## src/rtl/bit_scan_pkg.sv

```systemverilog
// Shared types and helpers for the bit-scan serializer slice.
package bit_scan_pkg;

   typedef enum logic {IDLE, SCAN} bit_scan_state_t;

   function automatic int idx_width(input int n);
      return (n < 2) ? 1 : $clog2(n);
   endfunction

endpackage

```

## src/rtl/leading_one_trailing_one.sv

```systemverilog
// Combinational finder: highest and lowest set-bit positions of a vector.
// Both indices read 0 when the vector is all zeroes.
module leading_one_trailing_one
   import bit_scan_pkg::*;
#(
   parameter int  N  = 8,
   localparam int IW = idx_width(N)
) (
   input  logic [N-1:0]  vec,
   output logic [IW-1:0] leadingone,
   output logic [IW-1:0] trailingone,
   output logic          all_zeroes
);

   always_comb begin
      leadingone  = '0;
      trailingone = '0;
      // Ascending sweep leaves the highest hit, descending sweep the lowest.
      for (int i = 0; i < N; i++) begin
         if (vec[i]) leadingone = IW'(i);
      end
      for (int i = N - 1; i >= 0; i--) begin
         if (vec[i]) trailingone = IW'(i);
      end
   end

   assign all_zeroes = ~|vec;

endmodule

```

## src/rtl/bit_scan_serializer.sv

```systemverilog
// Drains a captured bit vector as a stream of set-bit indices, one per beat.
// Define BIT_SCAN_MSB_FIRST_EN to emit highest index first instead of lowest.
module bit_scan_serializer
   import bit_scan_pkg::*;
#(
   parameter int  N  = 8,
   localparam int IW = idx_width(N)
) (
   input  logic          i_clk,
   input  logic          i_rst,
   input  logic          i_vec_valid,
   output logic          o_vec_ready,
   input  logic [N-1:0]  i_vec,
   output logic          o_idx_valid,
   input  logic          i_idx_ready,
   output logic [IW-1:0] o_idx,
   output logic          o_last,
   output logic          o_zero_done,
   output logic          o_busy
);

   bit_scan_state_t state, state_nxt;
   logic [N-1:0]    pending, pending_nxt;
   logic            zero_done_nxt;
   logic [IW-1:0]   lead_idx, trail_idx, sel_idx;
   logic            all_zero;
   logic            single_bit;

   leading_one_trailing_one #(.N(N)) u_finder (
      .vec         (pending),
      .leadingone  (lead_idx),
      .trailingone (trail_idx),
      .all_zeroes  (all_zero)
   );

`ifdef BIT_SCAN_MSB_FIRST_EN
   assign sel_idx = lead_idx;
`else
   assign sel_idx = trail_idx;
`endif

   // Exactly one bit left means the current beat closes the vector.
   assign single_bit  = ((pending & (pending - N'(1))) == '0);

   assign o_busy      = (state == SCAN);
   assign o_idx_valid = (state == SCAN);
   assign o_vec_ready = (state == IDLE);
   assign o_idx       = sel_idx;
   assign o_last      = (state == SCAN) && single_bit;

   always_comb begin
      state_nxt     = state;
      pending_nxt   = pending;
      zero_done_nxt = 1'b0;
      case (state)
         IDLE: begin
            if (i_vec_valid) begin
               if (|i_vec) begin
                  pending_nxt = i_vec;
                  state_nxt   = SCAN;
               end else begin
                  zero_done_nxt = 1'b1;
               end
            end
         end
         SCAN: begin
            if (i_idx_ready) begin
               pending_nxt = pending & ~(N'(1) << sel_idx);
               if (single_bit) state_nxt = IDLE;
            end
         end
         default: state_nxt = IDLE;
      endcase
   end

   always_ff @(posedge i_clk or posedge i_rst) begin
      if (i_rst) begin
         state       <= IDLE;
         pending     <= '0;
         o_zero_done <= 1'b0;
      end else begin
         state       <= state_nxt;
         pending     <= pending_nxt;
         o_zero_done <= zero_done_nxt;
      end
   end

   // A held vector is never empty, and the two finder outputs must be ordered.
   a_pending_live: assert property (@(posedge i_clk) disable iff (i_rst)
      (state == SCAN) |-> (!all_zero && (lead_idx >= trail_idx)));

endmodule

```

## config.mk

```make
export PLATFORM = sky130hd
export DESIGN_NAME = bit_scan_serializer
export DESIGN_NICKNAME = d
export VERILOG_FILES = /design/src/rtl/bit_scan_pkg.sv /design/src/rtl/leading_one_trailing_one.sv /design/src/rtl/bit_scan_serializer.sv
export SDC_FILE = /design/constraint.sdc
export NUM_CORES = 1
export LEC_CHECK = 0
export CAP_MARGIN = 10
export CORE_MARGIN = 2
export CORE_UTILIZATION = 41
export DETAILED_ROUTE_END_ITERATION = 10
export PLACE_DENSITY_LB_ADDON = 0.08
export SETUP_SLACK_MARGIN = 0.1
export SYNTH_ARGS = -nofsm -noshare
export SYNTH_HDL_FRONTEND = slang
export SYNTH_HIERARCHICAL = 1
export SYNTH_SLANG_ARGS = --single-unit
```

## constraint.sdc

```tcl
create_clock -name i_clk -period 1.5 [get_ports i_clk]
set_clock_uncertainty 0.1 [all_clocks]
set_input_delay 0.225 -clock i_clk [delete_from_list [all_inputs] [get_ports i_clk]]
set_output_delay 0.225 -clock i_clk [all_outputs]
set_load 0.02 [all_outputs]
```

; ---- Word level (Yosys, flattened, before mapping)
; Index checks and enable logic that the tools add are counted.
[op_classes]
n_addsub = 1
eq_ne = 3
shift = 1
muxes = 20
bitwise_logic = 4
reduce_logical = 4
[ops]
columns = op, n
row1 = $mux 3, 8
row2 = $mux 8, 3
row3 = $and 8x8->8, 2
row4 = $pmux 8 s2, 1
row5 = $logic_not 8->1, 1
row6 = $not 8->8, 1
row7 = $reduce_or 8->1, 1
row8 = $shl 1x3->8 const A, 1
row9 = $sub 8x1->8 const B, 1
row10 = $mux 1, 7
row11 = $ne 2x2->1 const B, 2
row12 = $reduce_and 3->1, 1
row13 = $ne 2x1->1 const B, 1
row14 = $pmux 1 s2, 1
row15 = $logic_and 1x1->1, 1
row16 = $not 1->1, 1
[totals]
regBits = 10
in_bits = 12
out_inout_bits = 8
word_cells = 36

; ---- Longest topological paths before layout
; Gate-level depths: netlist of run 1.
[depth]
ltp_word = 13
mapped_depth = 6
mapped_depth_nobuf = 6

; ---- Modules after synthesis
; The synthesis of run 1 kept the hierarchy.
[modules_own_cells]
columns = mod, instances, cells_per_inst, area_each_um2, seq_area_each_um2
row1 = bit_scan_serializer, 1, 63, 578.1, 250.2
row2 = leading_one_trailing_one, 1, 20, 116.4, 0.0

; ---- Worst setup path before layout of run 1
; No wires, ideal clock.
[synth_path]
path_kind = register to register
start = register pending[4]
end = register pending[3]
t_arrival_ns = 1.602
setup_slack_ns = -0.322
stages_incl_launch_ff = 5
period_less_slack_ns = 1.822
cell_sequence = dfrtp_1 > o41ai_2 > nand2b_1 > o21ai_0 > o21ai_2
[synth_via]
elab_chain_cells = 10
[synth_rtl]
columns = item, line
row1 = from (decl), bit_scan_serializer.sv:23  ; logic [N-1:0] pending, pending_nxt;
row2 = from (signal assigned), bit_scan_serializer.sv:83  ; pending <= pending_nxt;
row3 = $mux 3 (5 in a row), leading_one_trailing_one.sv:23  ; if (vec[i]) trailingone = IW'(i);
row4 = via o_idx[0], bit_scan_serializer.sv:16  ; output logic [IW-1:0] o_idx,
row5 = $shl 1x3->8, bit_scan_serializer.sv:68  ; pending_nxt = pending & ~(N'(1) << sel_idx);
row6 = $not 8->8, bit_scan_serializer.sv:68
row7 = $and 8x8->8, bit_scan_serializer.sv:68
row8 = $mux 8, bit_scan_serializer.sv:67  ; if (i_idx_ready) begin
row9 = $pmux 8 s2, bit_scan_serializer.sv:55  ; case (state)
; The timed path passes the listed nets, and every way through them passes these cells. The select of a mux whose other input is x is not followed.
; A chain may end at the register's enable or synchronous reset.

; ---- Worst setup path in the final report of run 1
[layout_path]
start = register pending[2]
end = output o_last
[layout_via]
elab_chain_cells = 4
[layout_rtl]
columns = item, line
row1 = $sub 8x1->8, bit_scan_serializer.sv:43  ; assign single_bit = ((pending & (pending - N'(1))) == '0);
row2 = $and 8x8->8 (*), bit_scan_serializer.sv:43
row3 = $logic_not 8->1 (*), bit_scan_serializer.sv:43
row4 = $logic_and 1x1->1 (*), bit_scan_serializer.sv:49  ; assign o_last = (state == SCAN) && single_bit;
row5 = to (decl), bit_scan_serializer.sv:17  ; output logic o_last,
; Every way passes the cells marked *; elsewhere a longest branch is shown, timed or not.

==> results of run 1 <==
==> how the worst max path moves through the flow <==
| stage | to | startpoint | slack [ps] |
|---|---|---|---|
| global route | pending[0]$_DFFE_PP0P_ | pending[6]$_DFFE_PP0P_ | -340 |
| finish | o_last | pending[2]$_DFFE_PP0P_ | -260 |
| detailed placement | o_last | pending[2]$_DFFE_PP0P_ | -430 |
| floorplan | pending[3]$_DFFE_PP0P_ | pending[4]$_DFFE_PP0P_ | -130 |
| CTS | o_last | pending[2]$_DFFE_PP0P_ | -240 |
| global placement | o_last | pending[2]$_DFFE_PP0P_ | -360 |
==> placed cells by master, fill, tap and decap left out, types with 3 or more instances in the layout <==
master,n
clkbuf_4,3
o21ai_1,3
dfrtp_1,4
o21ai_2,12
nand2_1,10
nor2_2,3
buf_4,21
nor2_4,4
clkdlybuf4s50_1,11
buf_6,6
dfrtp_2,6
==> power breakdown <==
| part | internal (uW) | total, uW | switching (uW) |
|---|---|---|---|
| combinational | 1020 | 2000 | 977 |
| sequential | 379 | 557 | 178 |
| clock | 92.5 | 183 | 90.5 |
==> per-stage QoR <==
stage	cell area, um2	TNS (ps)	util	hold WS, ps
floorplan	681.9	-650.6	-	-34.82
global placement	1011	-3125	0.6711	429.4
detailed placement	1011	-3283	0.6711	430.6
CTS	1104	-2136	0.7326	147.7
global route	1184	-3417	0.7857	217.6
finish	1184	-2508	0.7857	150.5
==> cell type report <==
class                      count  share of cell area
multi-input combinational     60              0.4218
timing repair buffer          43              0.3150
inverter                       3            0.009514
tap                           16             0.01691
clock buffer                   3             0.01903
sequential                    10              0.2178
==> worst register-to-register path: cells and delay by family, from the launching register on <==
kind,cells,cell delay (ps)
flip-flops,1,450
AO/OA/AOI/OAI,3,610
AND/OR/NAND/NOR,1,80
buffers and inverters,2,400
==> layer usage <==
metal,track usage,share of wire
met3,0.02449,0.026
met4,0.05455,0.012
met2,0.3971,0.52
met1,0.3238,0.44
met5,0,0
==> state kept, by name, summed over array words and instances (netlist names) <==
signal / cells
o_busy: 1
o_zero_done: 1
pending: 8
==> repair_timing <==
| action | CTS | global route |
|---|---|---|
| resized for setup | 48 | 17 |
| cloned | 0 | 0 |
| buffers inserted | 1 | 4 |
| pin swaps | 10 | 6 |
| setup endpoints to repair | 16 | 15 |
==> results.sh, run 1 <==
export IMPL_rows=14
export IMPL_tightest_slew_ps=397.8
export IMPL_drt_pass1_iter_count=4
export IMPL_fill_cells=108
export IMPL_min_period_ps=1761
export IMPL_reg2reg_slack_ps=-250
export IMPL_routed_wirelength_um=2127
export IMPL_path_buf_inv=1
export IMPL_final_antenna_net_count=0
export IMPL_worst_ep_arrival_time_ps=1440
export IMPL_power_uw=2737
export IMPL_ioPinCount=20
export IMPL_drive_above_1_share=0.6218
export IMPL_seqCellArea_um2=257.7
export IMPL_gp_congestion=0.8166
export IMPL_drc=0
export IMPL_drt_iter0_markers=16
export IMPL_setup_slack_ps=-261.0
export IMPL_wl_per_cell_um=15.76
export IMPL_grt_first_pass_wirelength_um=3353
export IMPL_viasPerCell=5.511
export IMPL_irDropWorstVdd_v=0.001305
export IMPL_path_depth=5
export IMPL_finalHoldViolCount=0
export IMPL_critical_path_class="flip-flop to output pin"
export IMPL_htree_levels=1
export IMPL_die_w_um=44.07
export IMPL_stdcell_count=135
export IMPL_diodes=0
export IMPL_avgSynthCellArea_um2=8.660
export IMPL_cp_cell_sequence="nor2_1 > o22ai_2 > nor2_2 > and3_1 > buf_4"
export IMPL_cp_max_fo=5
export IMPL_dieArea_um2=1942
export IMPL_cap_violations=0
export IMPL_dp_cells=127
export IMPL_die_h_um=44.07
export IMPL_gr_total_overflow=0
export IMPL_clock_fmax_ghz=0.5679
export IMPL_grt_total_usage=0.2346
export IMPL_clkLatencyLatePin_ps=260
export IMPL_power_density_nw_per_um2=2312
export IMPL_post_route_period_util=1.174
export IMPL_slowest_stage="dfrtp_2"
export IMPL_critPathLaunchType="flip-flop"
export IMPL_maxSlewHeadroom=0.7345
export IMPL_multi_input_area_um2=499.2
export IMPL_hpwlAfterDp_um=1391
export IMPL_vias=744
export IMPL_slowest_delay_ps=440
export IMPL_syn_inst=76
export IMPL_syn_area_um2=658.1
export IMPL_antenna_found_initial=0
export IMPL_setup_viol=12
export IMPL_dpl_worst_slack_ps=-425.1
export IMPL_cp_required_ps=1170
export IMPL_violations="negative setup slack"
export IMPL_core_um2=1506
export IMPL_timing_rr_end="pending[5]$_DFFE_PP0P_"
export IMPL_worst_r2r_path_depth=6
export IMPL_start_util=0.4369
export IMPL_ys_warn_count=6
export IMPL_io_buffers=19
export IMPL_fin_nets=133
export IMPL_worstHoldPathType="input port to async pin"
export IMPL_first_global_vias=704
export IMPL_ctsHoldBuffers=0
export IMPL_clkSinkCount=10
export IMPL_numCtsBuffers=3
export IMPL_grt_start_max_net_pins=11
export IMPL_crit_path_end_kind="output pin"
export IMPL_cts_buffer_depth=2
export IMPL_r2r_start="pending[0]$_DFFE_PP0P_"
export IMPL_area_growth_pct=79.85
export IMPL_rsz0062_at_grt="true"
export IMPL_root_buffer="clkbuf_4"
export IMPL_path_clk_slew_ps=70
export IMPL_path_delay_family="simple AND/OR/NAND/NOR gates"
export IMPL_cts_tree="yes"
export IMPL_finalMaxSlewViolations=0
export IMPL_status="finished, violations left"
export IMPL_p_leak_uw=0.0005091
export IMPL_syn_nets=88
No activity file was read; power rests on OpenSTA's default activity.
==> run 2, diff against run 1 <==
CAP_MARGIN = not set   (was 10)
clock period = 1.6 ns   (was 1.5 ns; I/O delays follow)
==> results.sh, run 2 (synthesis results as in run 1) <==
export IMPL_routed_wirelength_um=2161
export IMPL_core_um2=1506
export IMPL_final_antenna_net_count=0
export IMPL_ioPinCount=20
export IMPL_cts_buffer_depth=2
export IMPL_maxSlewHeadroom=0.7212
export IMPL_power_uw=2582
export IMPL_worst_r2r_path_depth=7
export IMPL_dpl_worst_slack_ps=-347.6
export IMPL_drt_pass1_iter_count=5
export IMPL_vias=758
export IMPL_min_period_ps=1817
export IMPL_path_delay_family="compound AO/OA/AOI/OAI gates"
export IMPL_clkSinkCount=10
export IMPL_htree_levels=1
export IMPL_gr_total_overflow=0
export IMPL_worst_ep_arrival_time_ps=1870
export IMPL_drive_above_1_share=0.5714
export IMPL_violations="negative setup slack"
export IMPL_layout_common_cells="buf_4, o21ai_2, nand2_1, clkdlybuf4s50_1, buf_6"
export IMPL_irDropWorstVdd_v=0.001077
export IMPL_area_growth_pct=81.18
export IMPL_hpwlAfterDp_um=1383
export IMPL_rows=14
export IMPL_die_w_um=44.07
export IMPL_fill_cells=113
export IMPL_tightest_slew_ps=417.8
export IMPL_drt_iter0_markers=22
export IMPL_io_buffers=19
export IMPL_drc=0
export IMPL_cap_violations=0
export IMPL_cp_required_ps=1650
export IMPL_p_leak_uw=0.0005187
export IMPL_r2r_start="pending[6]$_DFFE_PP0P_"
export IMPL_critical_path_class="flip-flop to flip-flop"
export IMPL_wl_per_cell_um=16.01
export IMPL_final_common_cell="buf_4"
export IMPL_numCtsBuffers=3
export IMPL_root_buffer="clkbuf_4"
export IMPL_cts_tree="yes"
export IMPL_grt_first_pass_wirelength_um=3243
export IMPL_rsz0062_at_grt="true"
export IMPL_cp_cell_sequence="buf_6 > o21ai_4 > a21boi_2 > buf_4 > nand3b_1 > o31ai_2 > o21ai_2"
export IMPL_critPathLaunch="pending[6]$_DFFE_PP0P_"
export IMPL_dieArea_um2=1942
export IMPL_path_buf_inv=2
export IMPL_antenna_found_initial=0
export IMPL_setup_slack_ps=-217.0
export IMPL_die_h_um=44.07
export IMPL_finalHoldViolCount=0
export IMPL_slowest_delay_ps=430
export IMPL_top_register="pending"
export IMPL_power_density_nw_per_um2=2166
export IMPL_grt_total_usage=0.2356
export IMPL_fin_nets=133
export IMPL_cp_max_fo=4
export IMPL_multi_input_area_um2=500.5
export IMPL_path_clk_slew_ps=70
export IMPL_post_route_period_util=1.136
export IMPL_grt_start_max_net_pins=11
export IMPL_status="finished, violations left"
export IMPL_setup_viol=12
export IMPL_clkLatencyLatePin_ps=270
export IMPL_worstHoldPathType="input port to async pin"
export IMPL_clock_fmax_ghz=0.5503
export IMPL_largest_register_ffs=8
export IMPL_slowest_stage="dfrtp_2"
export IMPL_critPathLaunchType="flip-flop"
export IMPL_timing_rr_end="pending[0]$_DFFE_PP0P_"
export IMPL_crit_path_end_kind="flip-flop"
export IMPL_finalMaxSlewViolations=0
export IMPL_reg2reg_slack_ps=-220
export IMPL_first_global_vias=663
export IMPL_seqCellArea_um2=255.2
export IMPL_start_util=0.4369
export IMPL_viasPerCell=5.615
export IMPL_diodes=0
export IMPL_gp_congestion=0.8350
[run 2: cell count changes in the layout (fill, tap and decap cells not counted), moves of 2 or more]
| cell | previous run | this run |
|---|---|---|
| dfrtp_2 | 6 | 4 |
| dfrtp_1 | 4 | 6 |
| buf_4 | 21 | 19 |
| nor2_4 | 4 | 2 |
| nor2_1 | 2 | 4 |
| dlygate4sd2_1 | 2 | 4 |
| nand2_2 | 2 | 0 |
| buf_6 | 6 | 8 |
[run 2: worst max-delay path by stage]
stage,endpoint,slack [ps],cells after the start
2_1_floorplan,pending[3]$_DFFE_PP0P_,-30,4
3_3_place_gp,o_last,-280,5
3_5_place_dp,o_last,-350,5
4_1_cts,pending[0]$_DFFE_PP0P_,-140,7
5_1_grt,pending[0]$_DFFE_PP0P_,-270,7
6_report,pending[0]$_DFFE_PP0P_,-220,7
[run 2: layout make-up]
type	instances	share of cell area
clock buffers	3	0.01889
well taps	16	0.01679
inverters	3	0.009444
flip-flops and latches	10	0.2141
multi-input cells	60	0.4197
repair buffers	43	0.3211
[run 2: metrics by stage]
step	instance area, um2	cells	hold slack, ps	TNS (ps)	utilization
final	1192	135	157.5	-1534	0.7915
after global routing	1192	135	188.2	-2276	0.7915
after CTS	1107	130	172.5	-886.3	0.7351
after detailed placement	1003	126	456.2	-2023	0.6661
after global placement	1003	126	445.1	-1893	0.6661
after floorplan	681.9	76	-19.82	-48.86	-
[run 2: layer usage]
| layer | global-route usage | part of all wire |
|---|---|---|
| met3 | 0.04490 | 0.056 |
| met2 | 0.3588 | 0.48 |
| met5 | 0 | 0 |
| met1 | 0.3220 | 0.45 |
| met4 | 0.1152 | 0.020 |
[run 2: timing repair]
| item | 4_1_cts | 5_1_grt |
|---|---|---|
| resized for setup | 49 | 12 |
| setup endpoints to repair | 16 | 12 |
| hold buffers | 0 | 0 |
| pin swaps | 6 | 7 |
| buffers inserted | 1 | 5 |
[run 2: power by group]
part / internal, uW / switching (uW) / leakage (uW) / total [uW]
combinational: 958 / 956 / 0.000384 / 1910
clock: 87.0 / 89.8 / 0.0000138 / 177
sequential: 351 / 141 / 0.000121 / 492
total: 1400 / 1190 / 0.000519 / 2580
[run 2: worst reg2reg max path, delay by kind of cell, from the launching register on]
kind,cells,cell delay [ps]
AOI/OAI and AO/OA,4,610
DFF,1,430
and+or+nand+nor,1,290
buffers and inverters,2,270
==> run 3, diff against run 2 <==
PLACE_DENSITY_LB_ADDON = 0.05   (was 0.08)
==> results.sh, run 3 (synthesis results as in run 1) <==
export IMPL_critPathLaunchType="flip-flop"
export IMPL_grt_first_pass_wirelength_um=3408
export IMPL_slowest_delay_ps=470
export IMPL_slowest_stage="dfrtp_2"
export IMPL_diodes=0
export IMPL_cts_tree="yes"
export IMPL_wl_per_cell_um=19.75
export IMPL_seqCellArea_um2=259.0
export IMPL_post_route_period_util=1.174
export IMPL_htree_levels=1
export IMPL_hpwlAfterDp_um=1414
export IMPL_finalHoldViolCount=0
export IMPL_tightest_slew_ps=392.5
export IMPL_cap_violations=0
export IMPL_area_growth_pct=91.07
export IMPL_largest_register_ffs=8
export IMPL_fill_cells=91
export IMPL_drt_pass1_iter_count=4
export IMPL_cp_max_fo=5
export IMPL_clock_fmax_ghz=0.5322
export IMPL_ioPinCount=20
export IMPL_grt_start_max_net_pins=11
export IMPL_status="finished, violations left"
export IMPL_drive_above_1_share=0.6529
export IMPL_setup_viol=12
export IMPL_grt_total_usage=0.2447
export IMPL_dieArea_um2=1942
export IMPL_power_density_nw_per_um2=2263
export IMPL_die_w_um=44.07
export IMPL_worst_hold_slack_ps=145.2
export IMPL_top_register="pending"
export IMPL_vias=791
export IMPL_clkSinkCount=10
export IMPL_final_antenna_net_count=0
export IMPL_violations="negative setup slack"
export IMPL_path_clk_slew_ps=70
export IMPL_cp_required_ps=1260
export IMPL_cts_buffer_depth=2
export IMPL_worstHoldPathType="input port to async pin"
export IMPL_irDropWorstVdd_v=0.001361
export IMPL_numCtsBuffers=3
export IMPL_multi_input_area_um2=544.3
export IMPL_root_buffer="clkbuf_4"
export IMPL_rows=14
export IMPL_fin_nets=135
export IMPL_layout_common_cells="buf_4, o21ai_2, nand2_1, clkdlybuf4s50_1, buf_6"
export IMPL_crit_path_end_kind="output pin"
export IMPL_gr_total_overflow=0
export IMPL_ctsHoldBuffers=0
export IMPL_min_period_ps=1879
export IMPL_cp_cell_sequence="a22oi_1 > nand2_1 > nor2_2 > and3_1 > buf_4"
export IMPL_drc=0
export IMPL_core_um2=1506
export IMPL_rsz0062_at_grt="true"
export IMPL_start_util=0.4369
export IMPL_viasPerCell=5.774
export IMPL_die_h_um=44.07
export IMPL_first_global_vias=751
export IMPL_io_buffers=19
export IMPL_antenna_found_initial=0
export IMPL_routed_wirelength_um=2706
export IMPL_critical_path_class="flip-flop to output pin"
export IMPL_worst_ep_arrival_time_ps=1540
export IMPL_drt_iter0_markers=21
export IMPL_final_common_cell="buf_4"
export IMPL_p_leak_uw=0.0005290
export IMPL_setup_slack_ps=-278.9
export IMPL_gp_congestion=0.8275
export IMPL_finalMaxSlewViolations=0
export IMPL_maxSlewHeadroom=0.7380
export IMPL_clkLatencyLatePin_ps=270
export IMPL_dp_cells=121
export IMPL_stdcell_count=137
## run 3: cell types whose count changed in the layout (fill, tap and decap cells not counted), sizes merged
| cell | previous run | this run |
|---|---|---|
| buf | 28 | 30 |
## run 3: worst paths after layout
| check | start | endpoint | slack (ps) | cells past startpoint |
|---|---|---|---|---|
| hold / removal | i_rst | o_zero_done$_DFF_PP0_ | 150 | 2 |
| hold reg to reg | pending[1]$_DFFE_PP0P_ | pending[1]$_DFFE_PP0P_ | 530 | 2 |
| setup reg to reg | pending[7]$_DFFE_PP0P_ | pending[4]$_DFFE_PP0P_ | -270 | 8 |
| max in group asynchronous | i_rst | pending[0]$_DFFE_PP0P_ | 950 | 2 |
| setup / recovery | pending[1]$_DFFE_PP0P_ | o_last | -280 | 5 |
| min in group i_clk | i_vec[1] | pending[1]$_DFFE_PP0P_ | 470 | 3 |
## run 3: repair_timing
action,CTS,global route
endpoints found under the setup margin,16,12
setup buffers,1,13
pin swaps,9,10
gates resized for setup,49,25
## run 3: per-stage QoR
step           instance area [um2]  setup WS, ps  utilization  TNS, ps  total power [uW]
2_1_floorplan                681.9        -27.70            -   -48.86              1219
3_3_place_gp                 965.9        -299.4       0.6412    -1971              1787
3_5_place_dp                 965.9        -325.9       0.6412    -2302              1829
4_1_cts                       1075        -151.5       0.7135    -1019              2261
5_1_grt                       1257        -315.2       0.8347    -2545              2978
6_report                      1257        -278.9       0.8347    -1970              2846
## run 3: layout make-up
type	count	area share
multi-input combinational	60	0.4328
timing repair buffer	45	0.3184
sequential	10	0.2060
clock buffer	3	0.01791
tap	16	0.01592
inverter	3	0.008955
## run 3: metal layers
| layer | vias to the layer above | wire, um | track usage |
|---|---|---|---|
| met5 | - | 0 | 0 |
| met4 | 0 | 89 | 0.1636 |
| met3 | 10 | 136 | 0.03265 |
| met2 | 35 | 1394 | 0.3941 |
| met1 | 379 | 1087 | 0.3047 |
| li1 | 367 | - | - |
## run 3: critical path, delay by kind of cell (launching register included)
family	cells	cell delay [ps]
AO/OA/AOI/OAI	1	270
flip-flops	1	470
AND/OR/NAND/NOR	3	400
buffers and inverters	1	130
## run 3: power breakdown
part	leakage, uW	internal (uW)	total, uW	switching (uW)
clock network	0.0000138	87.3	183	95.5
registers	0.000117	356	567	211
logic	0.000398	1060	2100	1040
total	0.000529	1500	2850	1340
